===== src/rtl/pipe_ctrl_pkg.sv =====
// Shared types and constants for the pipeline sequencer.
package pipe_ctrl_pkg;

   // Per-stage stall vector: bit set = hold that pipeline register.
   typedef logic [4:0] stall_vec_t;

   localparam int STALL_IDX_PC     = 0;
   localparam int STALL_IDX_IF_ID  = 1;
   localparam int STALL_IDX_ID_EX  = 2;
   localparam int STALL_IDX_EX_MEM = 3;
   localparam int STALL_IDX_MEM_WB = 4;

   // A request from stage k holds stage k and everything upstream of it.
   localparam stall_vec_t STALL_NONE = 5'b00000;
   localparam stall_vec_t STALL_IF   = 5'b00011;
   localparam stall_vec_t STALL_ID   = 5'b00111;
   localparam stall_vec_t STALL_EX   = 5'b01111;
   localparam stall_vec_t STALL_MEM  = 5'b11111;

   typedef enum logic [1:0] {
      IDLE    = 2'd0,
      MC_BUSY = 2'd1,
      MC_WAIT = 2'd2
   } pipe_ctrl_state_t;

endpackage


===== src/rtl/pipe_ctrl_if.sv =====
// Request/response bundle between the pipeline stages and the sequencer.
interface pipe_ctrl_if;
   import pipe_ctrl_pkg::*;

   logic        if_stallreq_i;
   logic        id_stallreq_i;
   logic        ex_mc_start_i;
   logic        ex_mc_kind_i;
   logic        mem_stallreq_i;
   logic        excp_valid_i;
   logic [31:0] excp_vector_i;
   stall_vec_t  stall_o;
   logic        flush_o;
   logic [31:0] new_pc_o;
   logic        ex_mc_busy_o;
   logic        ex_mc_done_o;

   // Pipeline side: raises requests, consumes stall/flush controls.
   modport master (
      output if_stallreq_i, id_stallreq_i, ex_mc_start_i, ex_mc_kind_i,
             mem_stallreq_i, excp_valid_i, excp_vector_i,
      input  stall_o, flush_o, new_pc_o, ex_mc_busy_o, ex_mc_done_o
   );

   // Sequencer side.
   modport slave (
      input  if_stallreq_i, id_stallreq_i, ex_mc_start_i, ex_mc_kind_i,
             mem_stallreq_i, excp_valid_i, excp_vector_i,
      output stall_o, flush_o, new_pc_o, ex_mc_busy_o, ex_mc_done_o
   );

endinterface


===== src/rtl/pipe_ctrl_mc_counter.sv =====
// Down-counter for multi-cycle EX occupancy: clear, load, saturating decrement.
module mc_counter #(
   parameter int CNT_W = 6
) (
   input  logic             clk,
   input  logic             rst,
   input  logic             clr_i,
   input  logic             load_i,
   input  logic [CNT_W-1:0] load_val_i,
   input  logic             dec_i,
   output logic             zero_o
);

   logic [CNT_W-1:0] cnt_q;
   logic [CNT_W-1:0] cnt_d;

   // Next count: clear beats load beats decrement; decrement stops at zero.
   always_comb begin
      cnt_d = cnt_q;
      if (clr_i) begin
         cnt_d = {CNT_W{1'b0}};
      end else if (load_i) begin
         cnt_d = load_val_i;
      end else if (dec_i && (cnt_q != {CNT_W{1'b0}})) begin
         cnt_d = cnt_q - {{(CNT_W-1){1'b0}}, 1'b1};
      end else begin
         cnt_d = cnt_q;
      end
   end

   // Count register.
   always_ff @(posedge clk or negedge rst) begin
      if (!rst) begin
         cnt_q <= {CNT_W{1'b0}};
      end else begin
         cnt_q <= cnt_d;
      end
   end

   assign zero_o = (cnt_q == {CNT_W{1'b0}});

endmodule


===== src/rtl/pipe_ctrl.sv =====
// Pipeline sequencer: merges stage stall requests, runs the EX multi-cycle
// unit, and issues a registered flush/redirect on exceptions.
module pipe_ctrl
   import pipe_ctrl_pkg::*;
#(
   parameter int MUL_CYCLES = 2,
   parameter int DIV_CYCLES = 32,
   parameter int CNT_W      = 6
) (
   input  logic          clk,
   input  logic          rst,
   pipe_ctrl_if.slave    bus
);

   // Remaining cycles after the start cycle for each op kind.
   localparam logic [CNT_W-1:0] MUL_LEN = CNT_W'(MUL_CYCLES - 1);
   localparam logic [CNT_W-1:0] DIV_LEN = CNT_W'(DIV_CYCLES - 1);

   pipe_ctrl_state_t state_q, state_d;
   logic             flush_q, flush_d;
   logic [31:0]      new_pc_q, new_pc_d;

   logic             cnt_clr_s;
   logic             cnt_load_s;
   logic [CNT_W-1:0] cnt_load_val_s;
   logic             cnt_dec_s;
   logic             cnt_zero_s;
   logic [CNT_W-1:0] mc_len_s;
   logic             busy_s;
   logic             done_s;
   stall_vec_t       stall_s;

   mc_counter #(.CNT_W(CNT_W)) u_mc_counter (
      .clk        (clk),
      .rst        (rst),
      .clr_i      (cnt_clr_s),
      .load_i     (cnt_load_s),
      .load_val_i (cnt_load_val_s),
      .dec_i      (cnt_dec_s),
      .zero_o     (cnt_zero_s)
   );

   // FSM next state, counter control, busy/done and flush/redirect next values.
   // The start cycle itself counts as one cycle of occupancy, so the counter
   // is loaded with one less than the remaining length.
   always_comb begin
      state_d        = state_q;
      flush_d        = bus.excp_valid_i;
      new_pc_d       = bus.excp_valid_i ? bus.excp_vector_i : new_pc_q;
      cnt_clr_s      = 1'b0;
      cnt_load_s     = 1'b0;
      cnt_load_val_s = {CNT_W{1'b0}};
      cnt_dec_s      = 1'b0;
      busy_s         = 1'b0;
      done_s         = 1'b0;
      mc_len_s       = bus.ex_mc_kind_i ? DIV_LEN : MUL_LEN;

      if (bus.excp_valid_i) begin
         // Abort: no done pulse, a start in this cycle is dropped.
         state_d   = IDLE;
         cnt_clr_s = 1'b1;
         busy_s    = (state_q != IDLE);
      end else begin
         case (state_q)
            IDLE: begin
               if (bus.ex_mc_start_i) begin
                  if (mc_len_s == {CNT_W{1'b0}}) begin
                     if (bus.mem_stallreq_i) begin
                        busy_s  = 1'b1;
                        state_d = MC_WAIT;
                     end else begin
                        done_s  = 1'b1;
                        state_d = IDLE;
                     end
                  end else begin
                     busy_s         = 1'b1;
                     cnt_load_s     = 1'b1;
                     cnt_load_val_s = mc_len_s - {{(CNT_W-1){1'b0}}, 1'b1};
                     state_d        = MC_BUSY;
                  end
               end else begin
                  state_d = IDLE;
               end
            end
            MC_BUSY: begin
               if (cnt_zero_s) begin
                  if (bus.mem_stallreq_i) begin
                     busy_s  = 1'b1;
                     state_d = MC_WAIT;
                  end else begin
                     done_s  = 1'b1;
                     state_d = IDLE;
                  end
               end else begin
                  busy_s    = 1'b1;
                  cnt_dec_s = 1'b1;
                  state_d   = MC_BUSY;
               end
            end
            MC_WAIT: begin
               if (bus.mem_stallreq_i) begin
                  busy_s  = 1'b1;
                  state_d = MC_WAIT;
               end else begin
                  done_s  = 1'b1;
                  state_d = IDLE;
               end
            end
            default: begin
               state_d   = IDLE;
               cnt_clr_s = 1'b1;
            end
         endcase
      end
   end

   // Stall priority encoder; everything is held quiet while reset is low.
   always_comb begin
      stall_s = STALL_NONE;
      if (!rst) begin
         stall_s = STALL_NONE;
      end else if (flush_q) begin
         stall_s = STALL_NONE;
      end else if (bus.mem_stallreq_i) begin
         stall_s = STALL_MEM;
      end else if (busy_s) begin
         stall_s = STALL_EX;
      end else if (bus.id_stallreq_i) begin
         stall_s = STALL_ID;
      end else if (bus.if_stallreq_i) begin
         stall_s = STALL_IF;
      end else begin
         stall_s = STALL_NONE;
      end
   end

   // FSM state plus the registered flush/redirect outputs.
   always_ff @(posedge clk or negedge rst) begin
      if (!rst) begin
         state_q  <= IDLE;
         flush_q  <= 1'b0;
         new_pc_q <= 32'h0000_0000;
      end else begin
         state_q  <= state_d;
         flush_q  <= flush_d;
         new_pc_q <= new_pc_d;
      end
   end

   assign bus.stall_o      = stall_s;
   assign bus.flush_o      = flush_q;
   assign bus.new_pc_o     = new_pc_q;
   assign bus.ex_mc_busy_o = rst & busy_s;
   assign bus.ex_mc_done_o = rst & done_s;

endmodule


===== src/flat_wrapper.sv =====
// flat-port wrapper written by rule: the top's interface ports become plain ports
module pipe_ctrl_flat import pipe_ctrl_pkg::*;
#(
   parameter int MUL_CYCLES = 2,
   parameter int DIV_CYCLES = 32,
   parameter int CNT_W      = 6
)
  (clk, rst, bus_if_stallreq_i, bus_id_stallreq_i, bus_ex_mc_start_i, bus_ex_mc_kind_i, bus_mem_stallreq_i, bus_excp_valid_i, bus_excp_vector_i, bus_stall_o, bus_flush_o, bus_new_pc_o, bus_ex_mc_busy_o, bus_ex_mc_done_o);
  pipe_ctrl_if bus_i ();
  input  logic clk;
  input  logic rst;
  input wire logic [$bits(bus_i.if_stallreq_i)-1:0] bus_if_stallreq_i;
  input wire logic [$bits(bus_i.id_stallreq_i)-1:0] bus_id_stallreq_i;
  input wire logic [$bits(bus_i.ex_mc_start_i)-1:0] bus_ex_mc_start_i;
  input wire logic [$bits(bus_i.ex_mc_kind_i)-1:0] bus_ex_mc_kind_i;
  input wire logic [$bits(bus_i.mem_stallreq_i)-1:0] bus_mem_stallreq_i;
  input wire logic [$bits(bus_i.excp_valid_i)-1:0] bus_excp_valid_i;
  input wire logic [$bits(bus_i.excp_vector_i)-1:0] bus_excp_vector_i;
  output wire logic [$bits(bus_i.stall_o)-1:0] bus_stall_o;
  output wire logic [$bits(bus_i.flush_o)-1:0] bus_flush_o;
  output wire logic [$bits(bus_i.new_pc_o)-1:0] bus_new_pc_o;
  output wire logic [$bits(bus_i.ex_mc_busy_o)-1:0] bus_ex_mc_busy_o;
  output wire logic [$bits(bus_i.ex_mc_done_o)-1:0] bus_ex_mc_done_o;
  assign bus_i.if_stallreq_i = bus_if_stallreq_i;
  assign bus_i.id_stallreq_i = bus_id_stallreq_i;
  assign bus_i.ex_mc_start_i = bus_ex_mc_start_i;
  assign bus_i.ex_mc_kind_i = bus_ex_mc_kind_i;
  assign bus_i.mem_stallreq_i = bus_mem_stallreq_i;
  assign bus_i.excp_valid_i = bus_excp_valid_i;
  assign bus_i.excp_vector_i = bus_excp_vector_i;
  assign bus_stall_o = bus_i.stall_o;
  assign bus_flush_o = bus_i.flush_o;
  assign bus_new_pc_o = bus_i.new_pc_o;
  assign bus_ex_mc_busy_o = bus_i.ex_mc_busy_o;
  assign bus_ex_mc_done_o = bus_i.ex_mc_done_o;
  pipe_ctrl #(.MUL_CYCLES(MUL_CYCLES), .DIV_CYCLES(DIV_CYCLES), .CNT_W(CNT_W)) u_core (.clk(clk), .rst(rst), .bus(bus_i));
endmodule

===== config.mk =====
export PLATFORM = sky130hd
export DESIGN_NAME = pipe_ctrl_flat
export DESIGN_NICKNAME = d
export VERILOG_FILES = /design/src/rtl/pipe_ctrl_pkg.sv /design/src/rtl/pipe_ctrl_if.sv /design/src/rtl/pipe_ctrl_mc_counter.sv /design/src/rtl/pipe_ctrl.sv /design/src/flat_wrapper.sv
export SDC_FILE = /design/constraint.sdc
export NUM_CORES = 1
export LEC_CHECK = 0
export CAP_MARGIN = 20
export CELL_PAD_IN_SITES_DETAIL_PLACEMENT = 1
export CELL_PAD_IN_SITES_GLOBAL_PLACEMENT = 2
export CORE_AREA = 2 2 87 89
export CTS_CLUSTER_DIAMETER = 150
export DETAILED_ROUTE_END_ITERATION = 8
export DIE_AREA = 0 0 89 91
export GPL_ROUTABILITY_DRIVEN = 1
export PLACE_DENSITY_LB_ADDON = 0.1
export SLEW_MARGIN = 0
export SYNTH_ARGS = -nofsm -noshare
export SYNTH_HDL_FRONTEND = slang
export SYNTH_HIERARCHICAL = 1
export SYNTH_SLANG_ARGS = --single-unit

===== constraint.sdc =====
create_clock -name clk -period 5.1 [get_ports clk]
set_clock_uncertainty 0.15 [all_clocks]
set_input_delay 0.765 -clock clk [delete_from_list [all_inputs] [get_ports clk]]
set_output_delay 0.765 -clock clk [all_outputs]
set_load 0.03 [all_outputs]

==> impl_metrics.json <==
{
  "clock_sinks": 41,
  "non_filler_instances": 340,
  "postCtsResizedCells": 0,
  "number_of_flops_mapped_to_enable_cells_by_yosys": 0,
  "buffers_from_clock_root_to_sink_at_most": 2,
  "whs_ns": 0.232,
  "seq_area_frac_synth": 0.531,
  "timing_max_transition_violations_final": 0,
  "internal_power_summed_over_all_cells_mw": 0.574,
  "pwr_per_cell_area_nw_per_um2": 292,
  "arr_time_crit_path_ns": 2.94,
  "detailed_place_hpwl_mm": 3.59,
  "grt_setup_unrepaired": "no",
  "path_class": "input port to output pin",
  "mappedNetlistArea_um2": 1930,
  "share_seq_of_total_power": 0.446,
  "h-tree-depth": 2,
  "die_height_um": 91,
  "final_util": 0.406,
  "combPwrFrac": 0.301,
  "finalCriticalPeriod_ns": 3.86,
  "hold_class": "input port to asynchronous set/reset pin",
  "number_of_max_cap_violations": 0,
  "number_of_vias_after_detailed_routing": 1511,
  "die_area_um2": 8100,
  "worst_ep_required_time_ns": 4.18,
  "maximum_number_of_pins_on_one_net_before_global_route_repair": 38,
  "route.final.wire_length_mm": 4.82,
  "critical-path-max-stage-delay_ns": 0.71,
  "cts_tree": "built",
  "clockPowerShare": 0.253,
  "timing.final.crit_share": 0.756,
  "maximum_ir_drop_on_the_vdd_rail_mv": 0.151,
  "dpl.cell_count": 332,
  "timing.final.ws_setup_ns": 1.24,
  "critical_path.startpoint_type": "input port",
  "final.setup.tns_ns": 0,
  "global_route.usage.total": 0.125,
  "vias_per_cell": 4.44,
  "ys.flop_type": "sky130_fd_sc_hd__dfrtp_1",
  "antenna_cells_inserted": 0,
  "drt_iter0_drc": 26,
  "antenna_violating_nets_post_route": 0,
  "final_layout_size_suffix_gt1_frac": 0.191,
  "clk_root_buf": "sky130_fd_sc_hd__clkbuf_8",
  "fill_cells": 814,
  "via_count_of_the_first_global_routing_pass": 1593,
  "placement.io_buffers": 79,
  "hold_viol": 0,
  "io_pins": 80,
  "synth.distinct_cells": 38,
  "post_synth_inst_count": 158,
  "row_count": 31,
  "fin_area_um2": 2890,
  "synth_warnings": 6,
  "clkTransAtPathRegs_ns": 0.08,
  "critical_path.slowest_cell": "sky130_fd_sc_hd__clkdlybuf4s50_1",
  "leakagePower_nw": 1.18,
  "critPathMaxFanout": 37,
  "area_of_the_core_region_um2": 7140,
  "antenna_found_initial": 0,
  "gpl.final_weighted_congestion": 0.707,
  "finalNetCount": 286,
  "die_x_um": 89,
  "fmaxAchievable_ghz": 0.259,
  "max_slew_margin": 0.577,
  "cts_hold_buffers": 0,
  "cts_made_buffers": 5,
  "total_power_mw": 0.845,
  "crit_path_capture_type": "output pin",
  "cp_cell_sequence": "clkdlybuf4s50_1 -> buf_4 -> nor2b_1 -> nor3_1 -> a41oi_1 -> clkdlybuf4s50_1",
  "power_switching_share": 0.321,
  "critical_path.most_common_cell": "sky130_fd_sc_hd__clkdlybuf4s50_1",
  "ys_ff_latch": 41,
  "switching_power_mw": 0.271,
  "global_route.overflow_total": 0,
  "remaining_design_rule_violation_count": 0,
  "avgSynthCellArea_um2": 12.2,
  "timing_worst_slew_pin_value_ns": 0.632,
  "drt_pass1_iterations": 4,
  "initial_utilization": 0.271,
  "detail_route.wl_per_cell_um": 14.2,
  "syn_to_final_growth_pct": 49.9,
  "placement.cell_area_um2": 2810,
  "insertion_delay_ns": 0.29,
  "async_flop_share": 1.00,
  "report.final.setup_viol": 0,
  "postCtsSetupRepairBufs": 0,
  "post-place-ws_ns": 1.20,
  "run_status": "complete, no violations",
  "grt_pass1_wl_mm": 7.94
}
## power groups by stage
stage	logic (mW)	registers [mW]	clock network (mW)
2_1_floorplan	0.0905	0.433	0
3_3_place_gp	0.259	0.382	0
3_5_place_dp	0.257	0.384	0
4_1_cts	0.258	0.377	0.226
5_1_grt	0.275	0.382	0.239
6_report	0.254	0.377	0.214
## per-layer routing
metal  track usage  vias up  share of wire
li1              -      714              -
met1         0.165      747           0.44
met2         0.190       48           0.47
met3        0.0518        2          0.085
met4        0.0336        0         0.0048
met5             0        -              0
## registers in the layout (all words and copies together) (netlist names)
signal	cells
u_core/bus.flush_o	1
u_core/bus.new_pc_o	32
u_core/state_q	2
u_core/u_mc_counter/cnt_q	6
## cells in the final DEF, fill, tap and decap left out, types with 2 or more instances in the layout
master / count
sky130_fd_sc_hd__nand3_1: 3
sky130_fd_sc_hd__nand2_1: 4
sky130_fd_sc_hd__ha_1: 6
sky130_fd_sc_hd__nor2_1: 11
sky130_fd_sc_hd__inv_1: 13
sky130_fd_sc_hd__o21ai_0: 2
sky130_fd_sc_hd__nor2b_1: 2
sky130_fd_sc_hd__conb_1: 2
sky130_fd_sc_hd__dfrtp_1: 41
sky130_fd_sc_hd__a221oi_1: 2
sky130_fd_sc_hd__a21oi_1: 4
sky130_fd_sc_hd__clkinvlp_4: 2
sky130_fd_sc_hd__a311oi_1: 2
sky130_fd_sc_hd__or4b_1: 2
sky130_fd_sc_hd__buf_4: 2
sky130_fd_sc_hd__nor3_1: 3
sky130_fd_sc_hd__a31oi_1: 2
sky130_fd_sc_hd__clkdlybuf4s50_1: 78
sky130_fd_sc_hd__nand2b_1: 3
sky130_fd_sc_hd__clkbuf_8: 5
sky130_fd_sc_hd__mux2_2: 32
## worst max-delay path: cells and delay by family
family                 cells  cell delay [ns]
AO/OA/AOI/OAI              1             0.25
buffers and inverters      3             1.62
AND/OR/NAND/NOR            2             0.31
## synth_stat cells, types with 2 or more instances
cell type | n | share of area
sky130_fd_sc_hd__a311oi_1 | 2 | 0.0091
sky130_fd_sc_hd__nand3_1 | 3 | 0.0078
sky130_fd_sc_hd__nor3_1 | 3 | 0.0078
sky130_fd_sc_hd__nor2b_1 | 2 | 0.0065
sky130_fd_sc_hd__buf_6 | 2 | 0.012
sky130_fd_sc_hd__or4b_1 | 2 | 0.010
sky130_fd_sc_hd__inv_1 | 13 | 0.025
sky130_fd_sc_hd__nand2_1 | 4 | 0.0078
sky130_fd_sc_hd__mux2_2 | 32 | 0.19
sky130_fd_sc_hd__a31oi_1 | 2 | 0.0065
sky130_fd_sc_hd__buf_4 | 2 | 0.0078
sky130_fd_sc_hd__dfrtp_1 | 41 | 0.53
sky130_fd_sc_hd__o21ai_0 | 2 | 0.0052
sky130_fd_sc_hd__a221oi_1 | 2 | 0.0091
sky130_fd_sc_hd__nand2b_1 | 3 | 0.0097
sky130_fd_sc_hd__a21oi_1 | 4 | 0.010
sky130_fd_sc_hd__ha_1 | 6 | 0.039
sky130_fd_sc_hd__nor2_1 | 11 | 0.021
sky130_fd_sc_hd__buf_2 | 3 | 0.0078
## area by class of cell
type                    count  area [um2]  area share
clock buffers               6        72.6      0.0251
clock inverters             2        15.0     0.00519
inverters                  13        48.8      0.0169
multi-input cells          98         807       0.279
flip-flops and latches     41        1030       0.355
well taps                  99         124      0.0428
repair buffers             81         801       0.277
## path summary, 6_finish.rpt
kind / slack [ns] / startpoint / to / cells past startpoint
worst min-delay path: 0.23 / rst / u_core/u_mc_counter/cnt_q[2] / 1
max in group asynchronous: 3.84 / rst / u_core/bus.new_pc_o[30] / 2
worst max-delay path: 1.24 / bus_excp_valid_i / bus_stall_o[1] / 6
min in group clk: 0.36 / u_core/bus.new_pc_o[12] / u_core/bus.new_pc_o[12] / 1
worst max register to register: 2.34 / u_core/u_mc_counter/cnt_q[0] / u_core/u_mc_counter/cnt_q[3] / 9
worst min register to register: 0.36 / u_core/bus.new_pc_o[12] / u_core/bus.new_pc_o[12] / 1
## logic make-up (layout without fill, tap and decap cells)
family / after synthesis / in the layout / share of synthesized area
flops: 41 / 41 / 0.531
simple gates: 37 / 37 / 0.107
mux: 32 / 32 / 0.187
compound gates: 21 / 21 / 0.0817
buf+inv: 20 / 102 / 0.0525
fa+ha+maj: 6 / 6 / 0.0389
other cells: 1 / 2 / 0.00194
(Power assumes the default switching activity.)
